==> src/rtl/mips_pkg.sv <==
// Shared MIPS definitions: memory opcodes, MEM-stage FSM states and access sizing.
package mips_pkg;

  localparam logic [5:0] OP_LB  = 6'h20;
  localparam logic [5:0] OP_LH  = 6'h21;
  localparam logic [5:0] OP_LW  = 6'h23;
  localparam logic [5:0] OP_LBU = 6'h24;
  localparam logic [5:0] OP_LHU = 6'h25;
  localparam logic [5:0] OP_SB  = 6'h28;
  localparam logic [5:0] OP_SH  = 6'h29;
  localparam logic [5:0] OP_SW  = 6'h2B;

  typedef enum logic {
    ST_IDLE = 1'b0,
    ST_WAIT = 1'b1
  } memState_t;

  typedef enum logic [1:0] {
    SZ_BYTE = 2'd0,
    SZ_HALF = 2'd1,
    SZ_WORD = 2'd2
  } accSize_t;

  function automatic accSize_t opSize(input logic [5:0] op);
    case (op)
      OP_LB, OP_LBU, OP_SB: opSize = SZ_BYTE;
      OP_LH, OP_LHU, OP_SH: opSize = SZ_HALF;
      default:              opSize = SZ_WORD;
    endcase
  endfunction

endpackage

==> src/rtl/mem_align.sv <==
// Byte-lane steering for the data-memory port: store enables/replication,
// load extraction with sign/zero extension, and alignment checking.
module mem_align
  import mips_pkg::*;
(
  input  logic [5:0]  opcode,
  input  logic [1:0]  addrLow,
  input  logic [31:0] storeData,
  input  logic [31:0] readData,
  output logic [3:0]  byteEn,
  output logic [31:0] writeData,
  output logic [31:0] loadData,
  output logic        misalign
);

  accSize_t    size;
  logic        signExt;
  logic [7:0]  laneByte;
  logic [15:0] laneHalf;

  always_comb begin
    size     = opSize(opcode);
    signExt  = (opcode == OP_LB) || (opcode == OP_LH);
    laneHalf = addrLow[1] ? readData[31:16] : readData[15:0];
    case (addrLow)
      2'd0:    laneByte = readData[7:0];
      2'd1:    laneByte = readData[15:8];
      2'd2:    laneByte = readData[23:16];
      default: laneByte = readData[31:24];
    endcase

    byteEn    = 4'b1111;
    writeData = storeData;
    loadData  = readData;
    misalign  = 1'b0;
    case (size)
      SZ_BYTE: begin
        byteEn    = 4'b0001 << addrLow;
        writeData = {4{storeData[7:0]}};
        loadData  = {{24{signExt & laneByte[7]}}, laneByte};
      end
      SZ_HALF: begin
        misalign  = addrLow[0];
        byteEn    = addrLow[1] ? 4'b1100 : 4'b0011;
        writeData = {2{storeData[15:0]}};
        loadData  = {{16{signExt & laneHalf[15]}}, laneHalf};
      end
      default: begin
        misalign  = |addrLow;
      end
    endcase
  end

endmodule

==> src/rtl/mem_stage.sv <==
// MEM pipeline stage with data-memory req/ready handshake, wait timeout and MEM/WB register.
//   state   | meaning
//   ST_IDLE | no access outstanding; a new aligned access raises dmem_req this cycle
//   ST_WAIT | access issued, waiting for dmem_ready; upstream frozen by oStall
module mem_stage
  import mips_pkg::*;
#(
  parameter int TIMEOUT = 255
) (
  input  logic        clock,
  input  logic        resetn,
  input  logic        iRegWrite,
  input  logic        iMemRead,
  input  logic        iMemWrite,
  input  logic        iMemToReg,
  input  logic [31:0] iIR,
  input  logic [31:0] iPC,
  input  logic [31:0] iB,
  input  logic [31:0] iResult,
  input  logic [4:0]  iRegDest,
  output logic        dmem_req,
  output logic        dmem_we,
  output logic [31:0] dmem_addr,
  output logic [31:0] dmem_wdata,
  output logic [3:0]  dmem_be,
  input  logic [31:0] dmem_rdata,
  input  logic        dmem_ready,
  output logic        oStall,
  output logic        oRegWrite,
  output logic        oMemToReg,
  output logic [4:0]  oRegDest,
  output logic [31:0] oPC,
  output logic [31:0] oIR,
  output logic [31:0] oResult,
  output logic [31:0] oReadData,
  output logic        oMisalign,
  output logic        oBusErr
);

  localparam int CW = $clog2(TIMEOUT + 1);

  memState_t   state, nextState;
  logic [CW-1:0] waitCount;
  logic        access, misalign, reqActive, complete, timeoutHit;
  logic [3:0]  byteEn;
  logic [31:0] writeData, loadData;

  assign access    = iMemRead | iMemWrite;
  assign reqActive = access & ~misalign;

  mem_align uAlign (
    .opcode    (iIR[31:26]),
    .addrLow   (iResult[1:0]),
    .storeData (iB),
    .readData  (dmem_rdata),
    .byteEn    (byteEn),
    .writeData (writeData),
    .loadData  (loadData),
    .misalign  (misalign)
  );

  always_ff @(posedge clock) begin
    if (!resetn) state <= ST_IDLE;
    else         state <= nextState;
  end

  always_comb begin
    nextState = state;
    case (state)
      ST_IDLE: if (reqActive && !dmem_ready) nextState = ST_WAIT;
      ST_WAIT: if (dmem_ready || timeoutHit || !reqActive) nextState = ST_IDLE;
      default: nextState = ST_IDLE;
    endcase
  end

  // Outputs are gated by resetn so the bus is quiet for the whole reset period.
  always_comb begin
    timeoutHit = (state == ST_WAIT) && (waitCount == CW'(TIMEOUT - 1)) && !dmem_ready && reqActive;
    complete   = reqActive && dmem_ready;
    dmem_req   = resetn && reqActive;
    oStall     = resetn && reqActive && !dmem_ready && !timeoutHit;
    dmem_we    = dmem_req && iMemWrite && !iMemRead;
    dmem_addr  = dmem_req ? {iResult[31:2], 2'b00} : 32'h0;
    dmem_be    = dmem_req ? byteEn : 4'b0000;
    dmem_wdata = dmem_req ? writeData : 32'h0;
  end

  // Counts total request cycles, including the initial IDLE cycle.
  always_ff @(posedge clock) begin
    if (!resetn)                                   waitCount <= '0;
    else if (state == ST_IDLE)                     waitCount <= (reqActive && !dmem_ready) ? CW'(1) : '0;
    else if (dmem_ready || timeoutHit || !reqActive) waitCount <= '0;
    else                                           waitCount <= waitCount + 1'b1;
  end

  always_ff @(posedge clock) begin
    if (!resetn) begin
      oRegWrite <= 1'b0;
      oMemToReg <= 1'b0;
      oRegDest  <= '0;
      oPC       <= '0;
      oIR       <= '0;
      oResult   <= '0;
      oReadData <= '0;
      oMisalign <= 1'b0;
      oBusErr   <= 1'b0;
    end else begin
      oRegDest  <= iRegDest;
      oPC       <= iPC;
      oResult   <= iResult;
      oMisalign <= access && misalign;
      oBusErr   <= timeoutHit;
      if (oStall || timeoutHit || (access && misalign)) begin
        oRegWrite <= 1'b0;
        oMemToReg <= 1'b0;
        oIR       <= '0;
        oReadData <= '0;
      end else begin
        oRegWrite <= iRegWrite;
        oMemToReg <= iMemToReg;
        oIR       <= iIR;
        oReadData <= (complete && iMemRead) ? loadData : 32'h0;
      end
    end
  end

endmodule

==> config.mk <==
export PLATFORM = sky130hd
export DESIGN_NAME = mem_stage
export DESIGN_NICKNAME = d
export VERILOG_FILES = /design/src/rtl/mips_pkg.sv /design/src/rtl/mem_align.sv /design/src/rtl/mem_stage.sv
export SDC_FILE = /design/constraint.sdc
export NUM_CORES = 1
export LEC_CHECK = 0
export CAP_MARGIN = 20
export CELL_PAD_IN_SITES_DETAIL_PLACEMENT = 2
export CELL_PAD_IN_SITES_GLOBAL_PLACEMENT = 2
export CORE_UTILIZATION = 19
export DETAILED_ROUTE_END_ITERATION = 7
export PLACE_DENSITY_LB_ADDON = 0.1
export SYNTH_ARGS = -nofsm -noshare
export SYNTH_HDL_FRONTEND = slang
export SYNTH_SLANG_ARGS = --single-unit
export TNS_END_PERCENT = 10
==> constraint.sdc <==
create_clock -name clock -period 2.62 [get_ports clock]
set_clock_uncertainty 0.1 [all_clocks]
set_input_delay 0.524 -clock clock [delete_from_list [all_inputs] [get_ports clock]]
set_output_delay 0.524 -clock clock [all_outputs]
set_load 0.1 [all_outputs]
==> flow_summary_export.csv <==
group,metric,value,unit
outcome,outcome,"finished with violations",
outcome,failed_checks,"setup timing",
synthesis,synth_compound_area_share,10.69,%
power_and_ir_drop,p_per_area,560.6,nW/µm²
place,dp_cells,1356,
die,dieArea,29830,µm²
hold_path,hp-class,"input port to flop",
clock_tree,holdBufCountCts,0,
power_and_ir_drop,swShare,35.25,%
synthesis,synth.distinct_cells,51,
power_and_ir_drop,p_clk_share,35.7,%
finish,layout-drive-gt1-share,41.44,%
detailed_routing,firstDrtPassIters,4,
timing,tightest_slew,0.6263,ns
timing,drv_slew,0,
global_routing,grt.overflow.total,0,
synthesis,synth_simple_gate_area_share,27.23,%
synthesis,yosysSeqAreaShare,52.79,%
job,drv_cap,0,
detailed_routing,postRouteAntennaNets,0,
timing,hold_violations,0,
timing,fin_ws,-0.08783,ns
finish,n_antenna_cell,0,
worst_setup_path,worst-path-max-fanout,5,
finish,instances_no_fill,1400,
die,dieHeight,172.7,µm
place,placement.io_buffers,377,
power_and_ir_drop,p_switching,2.325,mW
synthesis,ys_ff_latch,146,
synthesis,synthAdderAreaFrac,0.4520,%
worst_setup_path,startpoint_type,"input port",
global_routing,grt_pass1_vias,6305,
timing,slew_headroom,58.24,%
die,core_area,28700,µm²
die,ios,380,
finish,final_area,11770,µm²
place,dpl.hpwl,20090,µm
synthesis,yosys_most_used_dff,"dfxtp_1",
global_routing,grt_antenna_before_repair,0,
detailed_routing,wl_per_cell,18.24,µm
power_and_ir_drop,total_power,6.597,mW
worst_setup_path,crit_path_end_kind,"primary output",
synthesis,synth_area_per_cell,9.696,µm²
detailed_routing,finalWirelength,25530,µm
clock_tree,clock-sinks,146,
clock_tree,htreeDepth,4,
finish,syn_to_final_growth,112.5,%
finish,final_nets,1177,
clock_tree,numCtsBuffers,17,
synthesis,synth_area_leaders,"dfxtp_1 53%, and2_1 12%, nor2b_1 4.7%, a21oi_1 3.9%, nand2_1 3.5%",
die,die_x,172.7,µm
place,place_ws,-0.4473,ns
detailed_routing,drcViolationCount,0,
worst_setup_path,cp_data_required_time,2.00,ns
synthesis,synthArstFlopShare,0,%
finish,finalCoreUtilization,41.00,%
detailed_routing,avgViaCountPerCell,4.116,
power_and_ir_drop,p_comb_share,29.0,%
timing,finalCritPeriodShare,103.4,%
place,placed_cell_area,10840,µm²
global_routing,grt_usage,17.05,%
synthesis,yosys-mux-area-fraction,3.842,%
clock_tree,clock_path_buffers,2,
synthesis,yosysMostFrequentCell,"dfxtp_1",
timing,fmax,369.3,MHz
die,num_rows,62,
clock_tree,insertion_delay,0.41,ns
global_routing,grt_pass1_wl,38980,µm
worst_setup_path,path_class,"input port to primary output",
detailed_routing,drtIter0Drc,164,
power_and_ir_drop,p_int,4.272,mW
clock_tree,clk_pin_slew,0.06,ns
global_routing,grt_start_max_net_pins,73,
power_and_ir_drop,ir_worst_vdd,0.0002962,V
timing,fin_crit,2.708,ns
synthesis,synth.top_cells.by_count,"146 x dfxtp_1, 107 x and2_1, 52 x nand2_1, 43 x a21oi_1, 42 x nor2b_1",
synthesis,synth_top_cell_area_share,52.79,%
synthesis,syn_inst,571,
place,globalplace.congestion,0.7272,
synthesis,netlist_area,5537,µm²
synthesis,synth_xor_area_share,1.107,%
clock_tree,root_buffer,"clkbuf_16",
worst_setup_path,crit_arrival,2.08,ns
detailed_routing,num_vias,5762,
synthesis,synth-edff-count,0,
timing,rsz0062_at_grt,"true",
clock_tree,cts_tree,"done",
synthesis,synth_top_area_cell,"dfxtp_1",
synthesis,yosysWarnings,0,
synthesis,synth_top_family_by_area,"simple AND/OR/NAND/NOR gates",
timing,setup_viol,55,
power_and_ir_drop,p_leak,4.848,nW
die,initial_core_util,19.29,%
power_and_ir_drop,seqPwrFrac,35.3,%
-- stage by stage --
stage | TNS (ns) | hold slack, ns
3_5_place_dp | -25.60 | 0.4177
4_1_cts | -4.292 | 0.2199
3_3_place_gp | -24.12 | 0.4112
6_report | -2.909 | 0.2398
5_1_grt | -5.493 | 0.2769
2_1_floorplan | -26.21 | 0.3545
-- cell families (layout without fill, tap and decap cells) --
group	Yosys count	after routing
AOI/OAI and AO/OA	93	93
xor gates and xnor gates	7	7
adders and majority gates	2	2
buffers and inverters	45	489
DFF	146	146
muxes	11	11
other	1	2
and+or+nand+nor	266	266
-- worst max-delay path, stage by stage --
cell     delay, ns
buf_6         0.09
or3b_4        0.41
o21ai_4       0.17
nand3_4       0.15
inv_8         0.12
buf_12        0.13
buf_12        0.12
and3_4        0.19
buf_12        0.17
-- path summary, 6_finish.rpt --
kind	startpoint	slack (ns)	end	cells past startpoint
worst min register to register	waitCount[6]$_SDFF_PP0_	0.46	waitCount[6]$_SDFF_PP0_	2
worst max register to register	waitCount[0]$_SDFF_PN0_	1.09	waitCount[5]$_SDFF_PP0_	6
worst max-delay path	iIR[26]	-0.09	oStall	9
worst min-delay path	iIR[30]	0.24	oIR[30]$_SDFF_PP0_	2
-- sequential cells by signal (all words and copies together), names as in the netlist, 5 cells and up --
signal,cells
oIR,32
oPC,32
oReadData,32
oRegDest,5
oResult,32
waitCount,8
-- per-layer routing --
| layer | vias up | wire length, µm | part of all wire [%] | global-route usage [%] |
|---|---|---|---|---|
| met4 | 0 | 229 | 0.90 | 3.650 |
| met2 | 206 | 13310 | 52 | 31.37 |
| met3 | 11 | 1751 | 6.9 | 5.673 |
| met5 | - | 0 | 0 | 0 |
| li1 | 2774 | - | - | - |
| met1 | 2771 | 10240 | 40 | 18.90 |
-- placed cells by master, fill, tap and decap left out, types with 3 or more instances in the layout --
cell type,instances
a211oi_1,9
a21oi_1,26
a21oi_4,17
a22oi_1,7
a311oi_2,7
and2_1,69
and2_4,38
and3_1,4
buf_12,77
buf_4,194
buf_6,8
clkbuf_16,18
clkdlybuf4s50_1,160
clkinv_4,5
dfxtp_1,146
dlygate4sd2_1,4
inv_1,3
inv_6,4
inv_8,3
mux4_2,8
nand2_1,52
nand3_1,5
nand4b_1,8
nor2_1,18
nor2_2,3
nor2b_1,41
nor3_4,7
o21ai_0,10
o22ai_1,8
xnor2_1,3
xor2_1,4
-- final cells by class --
cell class | count | area, µm²
fill | 3015 | 16940
timing repair buffer | 453 | 4865
sequential | 146 | 2923
multi-input combinational | 381 | 2908
tap | 384 | 480.5
clock buffer | 19 | 452.9
clock inverter | 13 | 116.4
inverter | 4 | 22.52
-- power groups by stage --
stage	Clock, mW	Combinational, mW	Sequential [mW]
after global routing	2.54	1.99	2.34
after global placement	0	1.86	2.38
after detailed placement	0	1.87	2.38
after CTS	2.46	1.92	2.33
final	2.35	1.91	2.33
after floorplan	0	0.526	3.01
-- what timing repair did --
action,CTS,global route
gates resized for setup,72,14
gates cloned,2,1
buffers inserted,9,1
setup endpoints to repair,68,64
pin swaps,35,12
endpoints found under the hold margin,0,0
(Power assumes the default switching activity.)
